==> config.mk <==
export PLATFORM = sky130hd
export DESIGN_NAME = timer_device_flat
export DESIGN_NICKNAME = d
export VERILOG_FILES = /design/src/rtl/timer_device_pkg.sv /design/src/rtl/timer_device_if.sv /design/src/rtl/timer_register_file.sv /design/src/rtl/timer_device.sv /design/src/flat_wrapper.sv
export SDC_FILE = /design/constraint.sdc
export NUM_CORES = 1
export LEC_CHECK = 0
export CAP_MARGIN = 15
export CORE_AREA = 2 2 95 97
export DETAILED_ROUTE_END_ITERATION = 16
export DIE_AREA = 0 0 97 99
export PLACE_DENSITY_LB_ADDON = 0.05
export RECOVER_POWER = 25
export SLEW_MARGIN = 20
export SYNTH_ARGS = -nofsm -noshare
export SYNTH_HDL_FRONTEND = slang
export SYNTH_SLANG_ARGS = --single-unit
==> constraint.sdc <==
create_clock -name clock -period 2.8 [get_ports clock]
set_clock_uncertainty 0.2 [all_clocks]
set_input_delay 0.28 -clock clock [delete_from_list [all_inputs] [get_ports clock]]
set_output_delay 0.28 -clock clock [all_outputs]
set_load 0.02 [all_outputs]
==> src/rtl/timer_device_pkg.sv <==
// Shared definitions for the memory-mapped countdown timer: FSM state
// encoding, register offsets, CTRL bit layout and mode constants.
package timer_defs;

    typedef enum logic [1:0] {
        ST_IDLE  = 2'd0,
        ST_LOAD  = 2'd1,
        ST_COUNT = 2'd2,
        ST_INTR  = 2'd3
    } timer_state_e;

    // Register select values, taken from address[3:2]
    localparam logic [1:0] REG_CTRL   = 2'd0;
    localparam logic [1:0] REG_PRESET = 2'd1;
    localparam logic [1:0] REG_COUNT  = 2'd2;
    localparam logic [1:0] REG_NONE   = 2'd3;

    // CTRL bit layout; everything above CTRL_BITS reads as zero
    localparam int CTRL_EN_BIT   = 0;
    localparam int CTRL_MODE_LSB = 1;
    localparam int CTRL_MODE_MSB = 2;
    localparam int CTRL_MASK_BIT = 3;
    localparam int CTRL_BITS     = 4;

    // Modes 2 and 3 are reserved and behave like one-shot
    localparam logic [1:0] MODE_ONESHOT = 2'd0;
    localparam logic [1:0] MODE_RELOAD  = 2'd1;

    typedef struct packed {
        logic       irq_mask;
        logic [1:0] mode;
        logic       enable;
    } ctrl_t;

    function automatic ctrl_t ctrl_from_word(input logic [CTRL_BITS-1:0] w);
        ctrl_t c;
        c.enable   = w[CTRL_EN_BIT];
        c.mode     = w[CTRL_MODE_MSB:CTRL_MODE_LSB];
        c.irq_mask = w[CTRL_MASK_BIT];
        return c;
    endfunction

    function automatic logic is_reload(input logic [1:0] mode);
        return mode == MODE_RELOAD;
    endfunction

endpackage

==> src/rtl/timer_device_if.sv <==
// Bridge-side register bus of the timer: word-select address, write
// strobe/data and combinational read data.
interface timer_device_if #(
    parameter int WIDTH = 32
);
    logic [3:0]       address;
    logic [WIDTH-1:0] write_data;
    logic             write_enable;
    logic [WIDTH-1:0] read_data;

    modport master (
        output address,
        output write_data,
        output write_enable,
        input  read_data
    );

    modport slave (
        input  address,
        input  write_data,
        input  write_enable,
        output read_data
    );
endinterface

==> src/rtl/timer_register_file.sv <==
// CTRL/PRESET storage, write decode and combinational read mux for the
// timer. COUNT lives in the FSM and is only muxed in here for reads.
module timer_register_file
    import timer_defs::*;
#(
    parameter int         WIDTH      = 32,
    parameter logic [1:0] RESET_MODE = MODE_ONESHOT
) (
    input  logic             clock,
    input  logic             reset_n,
    timer_device_if.slave    bus,
    input  logic [WIDTH-1:0] count_i,
    input  logic             clr_enable_i,
    output ctrl_t            ctrl_o,
    output logic [WIDTH-1:0] preset_o,
    output logic             ctrl_wr_o,
    output logic             preset_wr_o
);

    ctrl_t            ctrl_q, ctrl_d;
    logic [WIDTH-1:0] preset_q, preset_d;
    logic [WIDTH-1:0] rdata;
    logic [1:0]       sel;
    logic             unused_addr_bits;

    // Byte offset bits [1:0] do not take part in decode
    assign sel              = bus.address[3:2];
    assign unused_addr_bits = ^bus.address[1:0];

    // COUNT and the unused slot are read-only; writes there are dropped
    assign ctrl_wr_o   = bus.write_enable && (sel == REG_CTRL);
    assign preset_wr_o = bus.write_enable && (sel == REG_PRESET);

    assign ctrl_o   = ctrl_q;
    assign preset_o = preset_q;

    // Next-state for CTRL/PRESET; a CPU write to CTRL overrides the FSM's enable clear
    always_comb begin
        ctrl_d   = ctrl_q;
        preset_d = preset_q;
        if (clr_enable_i) begin
            ctrl_d.enable = 1'b0;
        end
        if (ctrl_wr_o) begin
            ctrl_d = ctrl_from_word(bus.write_data[CTRL_BITS-1:0]);
        end
        if (preset_wr_o) begin
            preset_d = bus.write_data;
        end
    end

    // Register storage with synchronous active-low reset
    always_ff @(posedge clock) begin
        if (!reset_n) begin
            ctrl_q   <= '{irq_mask: 1'b0, mode: RESET_MODE, enable: 1'b0};
            preset_q <= '0;
        end else begin
            ctrl_q   <= ctrl_d;
            preset_q <= preset_d;
        end
    end

    // Read mux straight from current register contents
    always_comb begin
        rdata = '0;
        case (sel)
            REG_CTRL:   rdata = {{(WIDTH-CTRL_BITS){1'b0}}, ctrl_q};
            REG_PRESET: rdata = preset_q;
            REG_COUNT:  rdata = count_i;
            REG_NONE:   rdata = '0;
            default:    rdata = '0;
        endcase
    end

    assign bus.read_data = rdata;

endmodule

==> src/rtl/timer_device.sv <==
// Memory-mapped countdown timer: load/count/interrupt FSM, the COUNT
// register and the pending-interrupt flag, around the register file.
module timer_device
    import timer_defs::*;
#(
    parameter int         WIDTH      = 32,
    parameter logic [1:0] RESET_MODE = MODE_ONESHOT
) (
    input  logic          clock,
    input  logic          reset_n,
    timer_device_if.slave bus,
    output logic          interrupt_request
);

    timer_state_e     state_q, state_d;
    logic [WIDTH-1:0] count_q, count_d;
    logic             irq_pending_q, irq_pending_d;
    logic             clr_enable;

    ctrl_t            ctrl;
    logic [WIDTH-1:0] preset;
    logic             ctrl_wr;
    logic             preset_wr;
    logic             enable_eff;

    timer_register_file #(
        .WIDTH      (WIDTH),
        .RESET_MODE (RESET_MODE)
    ) u_regs (
        .clock        (clock),
        .reset_n      (reset_n),
        .bus          (bus),
        .count_i      (count_q),
        .clr_enable_i (clr_enable),
        .ctrl_o       (ctrl),
        .preset_o     (preset),
        .ctrl_wr_o    (ctrl_wr),
        .preset_wr_o  (preset_wr)
    );

    // A CTRL write in progress steers the FSM at the same edge it lands, so
    // enabling goes IDLE->LOAD immediately and disabling stops the count at once.
    assign enable_eff = ctrl_wr ? bus.write_data[CTRL_EN_BIT] : ctrl.enable;

    // Next-state, counter and pending-flag logic
    always_comb begin
        state_d       = state_q;
        count_d       = count_q;
        irq_pending_d = irq_pending_q;
        clr_enable    = 1'b0;

        // Any CTRL/PRESET write acknowledges; an expiry below overrides it
        if (ctrl_wr || preset_wr) begin
            irq_pending_d = 1'b0;
        end

        case (state_q)
            ST_IDLE: begin
                if (enable_eff) begin
                    state_d = ST_LOAD;
                end
            end
            ST_LOAD: begin
                if (!enable_eff) begin
                    state_d = ST_IDLE;
                end else begin
                    count_d = preset;
                    state_d = ST_COUNT;
                end
            end
            ST_COUNT: begin
                if (!enable_eff) begin
                    state_d = ST_IDLE;
                end else if (count_q > WIDTH'(1)) begin
                    count_d = count_q - WIDTH'(1);
                end else begin
                    // Guarded at 1 so PRESET=0 acts as 1 and the counter never wraps
                    count_d       = '0;
                    irq_pending_d = 1'b1;
                    state_d       = ST_INTR;
                end
            end
            ST_INTR: begin
                if (is_reload(ctrl.mode)) begin
                    irq_pending_d = 1'b0;
                    state_d       = ST_LOAD;
                end else begin
                    clr_enable = 1'b1;
                    state_d    = ST_IDLE;
                end
            end
            default: begin
                state_d = ST_IDLE;
            end
        endcase
    end

    // State, counter and pending flag registers
    always_ff @(posedge clock) begin
        if (!reset_n) begin
            state_q       <= ST_IDLE;
            count_q       <= '0;
            irq_pending_q <= 1'b0;
        end else begin
            state_q       <= state_d;
            count_q       <= count_d;
            irq_pending_q <= irq_pending_d;
        end
    end

    // Both operands are flops, so the IRQ line has no path from bus inputs
    assign interrupt_request = irq_pending_q & ctrl.irq_mask;

endmodule
==> src/flat_wrapper.sv <==
// flat-port wrapper written by rule: the top's interface ports become plain ports
module timer_device_flat import timer_defs::*;
#(
    parameter int         WIDTH      = 32,
    parameter logic [1:0] RESET_MODE = MODE_ONESHOT
)
  (clock, reset_n, interrupt_request, bus_address, bus_write_data, bus_write_enable, bus_read_data);
  timer_device_if #(.WIDTH(WIDTH)) bus_i ();
  input  logic clock;
  input  logic reset_n;
  output logic interrupt_request;
  input wire logic [$bits(bus_i.address)-1:0] bus_address;
  input wire logic [$bits(bus_i.write_data)-1:0] bus_write_data;
  input wire logic [$bits(bus_i.write_enable)-1:0] bus_write_enable;
  output wire logic [$bits(bus_i.read_data)-1:0] bus_read_data;
  assign bus_i.address = bus_address;
  assign bus_i.write_data = bus_write_data;
  assign bus_i.write_enable = bus_write_enable;
  assign bus_read_data = bus_i.read_data;
  timer_device #(.WIDTH(WIDTH), .RESET_MODE(RESET_MODE)) u_core (.clock(clock), .reset_n(reset_n), .bus(bus_i), .interrupt_request(interrupt_request));
endmodule
==> results list <==
- Routed met1 length: about 5.8 mm
- The worst register-to-register path begins at u_core.count_q[24].
- Clock-pin slew was measured on the worst setup and hold paths at around 0.080 ns.
- Setup repair after global routing left no endpoint under its margin.
- The routed design uses about 5.3 mm of met2 wire.
- Using the TritonRoute via totals, the vias-per-cell ratio works out to 5.96.
- Dividing the detail-routed wire length by the instance count gives between 15 and 20 µm.
- Along the worst path, the maximum fanout reaches 30.
- STA classifies the critical path endpoint as an output port.
- Counting distinct cell types in the post-synthesis netlist gives 56.
- Final setup violation count: 0
- Hold Vio Cnt, Final: 0
- For the worst setup path, the data arrival time is between 2 and 2.5 ns.
* Die extent in y: around 99 µm
- Dividing the final minimum period by the clock period gives a little over nine tenths.
- Starting utilization of the core area: a little under half
- FF-to-FF setup slack: about 0.21 ns
* Type of origin of the critical path: primary input
- Setup Total Neg Slack: 0 ns
- Final weighted congestion in routability-driven placement: around 0.91
- Total Nets Final: 650
- Initial DRT Pass Iterations: 5
- Fill cells in the final layout number ~800.
* Post-layout power: 3.00 mW
- Area taken by multi-input logic gates: about 2400 µm²
- The sequential cells in the finished layout cover a total of 1420 µm².
- In this run, post-CTS repair resized a total of 0 instances.
- Max-cap violations in this run came to 0.
- Number of flops mapped to enable cells by yosys: 0
* Type of the worst setup path: in -> out
* Post-CTS Hold Buffers: 0
- For this run, asynchronously set or reset flops after synthesis account for 0%.
- Leak: 1.97 nW
- The startpoint identified for the worst hold timing path is bus_write_data[26].
- The count of pins over their slew limit is 0.
- Cts bufs inserted: 9
* Cell area after synthesis: between 4000 and 5000 µm²
- Number of antenna violations at the first check in global routing: 0
- Starting DRC count in detailed routing: approximately 270
- For this run, the top clock speed supported by timing is 374 MHz.
- Total DRC errors in the routed layout: 0
* Full die area: 9600 µm²
* Gate count of the mapped netlist: around 530
- Once detailed placement completed, the half-perimeter wirelength came to 8.31 mm.
- TritonCTS built the clock tree.
* GRT Residual Overflow: 0
* Transition at the pin with the smallest max-transition slack: approximately 0.67 ns
- The area growth from synthesis to layout is 31.5%.
* Number of placement rows: 34
* Post-synthesis sequential element count: 71
- The via count of the first global-routing pass was 3,975.
- For this design the ratio of total power to cell area is between 500 and 600 nW/µm².
- Top Ports: between 70 and 80
- Leading register cell type out of synthesis: sky130_fd_sc_hd__dfxtp_1
- For the worst setup path, the data required time is roughly 2.3 ns.
* Share of post-route cells with drive strength above 1: roughly 11%
- The routed design uses roughly 700 µm of met3 wire.
- When the netlist entered floorplanning its net count stood at approximately 570.
* Post-CTS setup buffer count: 0
- The worst hold path belongs to the class in -> reg.
- Post-DRT Antenna Nets: 0
* Total track usage: ~26%
- Status: complete, no violations
- Clock sinks: 71
* Antenna cell count: 0
* CTS root buffer: sky130_fd_sc_hd__clkbuf_8
- The core region is 8550 µm².
- Wire length of the first global-routing pass: ~20 mm
- Summing the sequential cell areas from Yosys gives 35.4% of the chip area.
- Across the VDD grid, the largest voltage drop is between 0.0002 and 0.0003 V.
- Clock latency on the worst-skew pair: ~0.36 ns
* Highest layer used for signal routing: met4
* Port buffer count: 69
- The most critical setup path has its startpoint at bus_address[3].
- Normalized max-slew margin: 55.5%
- Maximum buffer depth of the clock tree: 2
* Total wire length: roughly 12 mm
* H-tree level count: 3
- Count of synthesis-stage warnings from yosys: 0
- Hold is met by between 0.2 and 0.3 ns.
- Number of vias after detailed routing: 4,276
- Largest net degree at the start of global routing: 33
- Post-synthesis area per instance: around 7.6 µm²
- Time the worst path needs with I/O delays and setup: 2.67 ns
- Die boundary width: around 97 µm
[kinds of logic after synthesis]
kind of cell	synth area share (%)
adder cells (fa/ha/maj)	2.18
flip-flops	35.4
AND/OR/NAND/NOR	24.7
AO/OA/AOI/OAI	29.5
multiplexers	2.53
buffers and inverters	5.61
[sequential cells by signal (all words and copies together) (netlist names)]
name                    count
u_core.count_q             32
u_core.u_regs.preset_o     32
u_core.u_regs.ctrl_o        4
u_core.state_q              2
u_core.irq_pending_q        1
[report_power, final]
group	leakage, nW	switching [mW]	internal (mW)
clock	0.130	0.407	0.641
combinational	1.26	0.506	0.354
sequential	0.576	0.0456	1.05
total	1.97	0.959	2.04
[worst max-delay path, stage by stage]
cell and delay (ns):
sky130_fd_sc_hd__dlygate4sd3_1 0.64, sky130_fd_sc_hd__nor2b_1 0.24, sky130_fd_sc_hd__buf_12 0.22, sky130_fd_sc_hd__a22o_1 0.19, sky130_fd_sc_hd__clkdlybuf4s50_1 0.61
[final cells by class]
type	count	area share (%)
flip-flops and latches	71	26.9
well taps	108	2.56
clock inverters	5	1.97
clock buffers	11	2.87
multi-input cells	401	45.0
inverters	13	0.925
repair buffers	108	19.8
[final timing paths]
path / cells after the start / to
max: 5 / bus_read_data[31]
min: 3 / u_core.u_regs.preset_o[26]
max reg2reg: 6 / u_core.state_q[0]
min reg2reg: 2 / u_core.u_regs.preset_o[28]
[cells in the mapped netlist, types with 6 or more instances]
| cell | number | area (µm²) |
|---|---|---|
| sky130_fd_sc_hd__mux2i_1 | 9 | 90.1 |
| sky130_fd_sc_hd__clkbuf_1 | 38 | 143 |
| sky130_fd_sc_hd__nor3_1 | 10 | 50.1 |
| sky130_fd_sc_hd__a22oi_1 | 7 | 52.6 |
| sky130_fd_sc_hd__nor4_1 | 12 | 75.1 |
| sky130_fd_sc_hd__a221oi_1 | 6 | 52.6 |
| sky130_fd_sc_hd__a22o_1 | 28 | 245 |
| sky130_fd_sc_hd__ha_1 | 7 | 87.6 |
| sky130_fd_sc_hd__a21oi_1 | 67 | 335 |
| sky130_fd_sc_hd__o21a_1 | 7 | 52.6 |
| sky130_fd_sc_hd__inv_1 | 12 | 45.0 |
| sky130_fd_sc_hd__a31oi_1 | 9 | 56.3 |
| sky130_fd_sc_hd__dfxtp_1 | 71 | 1420 |
| sky130_fd_sc_hd__and3_1 | 9 | 56.3 |
| sky130_fd_sc_hd__nor2b_1 | 7 | 43.8 |
| sky130_fd_sc_hd__nand3_1 | 7 | 35.0 |
| sky130_fd_sc_hd__nand2_1 | 98 | 368 |
| sky130_fd_sc_hd__nor2_1 | 26 | 97.6 |
| sky130_fd_sc_hd__o21ai_0 | 26 | 130 |
[placed cells by master (no fill, tap or decap), drive strengths merged, types with 4 or more instances in the layout]
master and count:
nor4 12, inv 12, a21oi 67, ha 7, a221oi 6, buf 37, or4 7, mux2i 9
nor3 11, a31oi 9, dfxtp 71, o31ai 5, a22o 28, o21a 7, clkdlybuf4s50 67, nand3 7
and3 9, nor2b 7, nand2 98, clkbuf 13, nand4 5, o21ai 30, and2 6, nor4b 4
nor2 26, o41ai 4, a22oi 7, o22ai 5
[routing by layer]
metal	track usage, %	up-vias
met5	0	-
met4	8.13	0
met3	4.47	15
met2	40.0	154
met1	36.2	2024
li1	-	2083
[stage by stage]
step,worst slack (ns),utilization (%),cell area [µm²],instances
after CTS,0.0649,61.8,5280,717
after global placement,0.112,58.8,5020,701
after floorplan,0.0787,-,4010,527
after global routing,0.0268,61.7,5280,717
final,0.128,61.7,5280,717
after detailed placement,0.0916,58.8,5020,701
(Power assumes the default switching activity.)
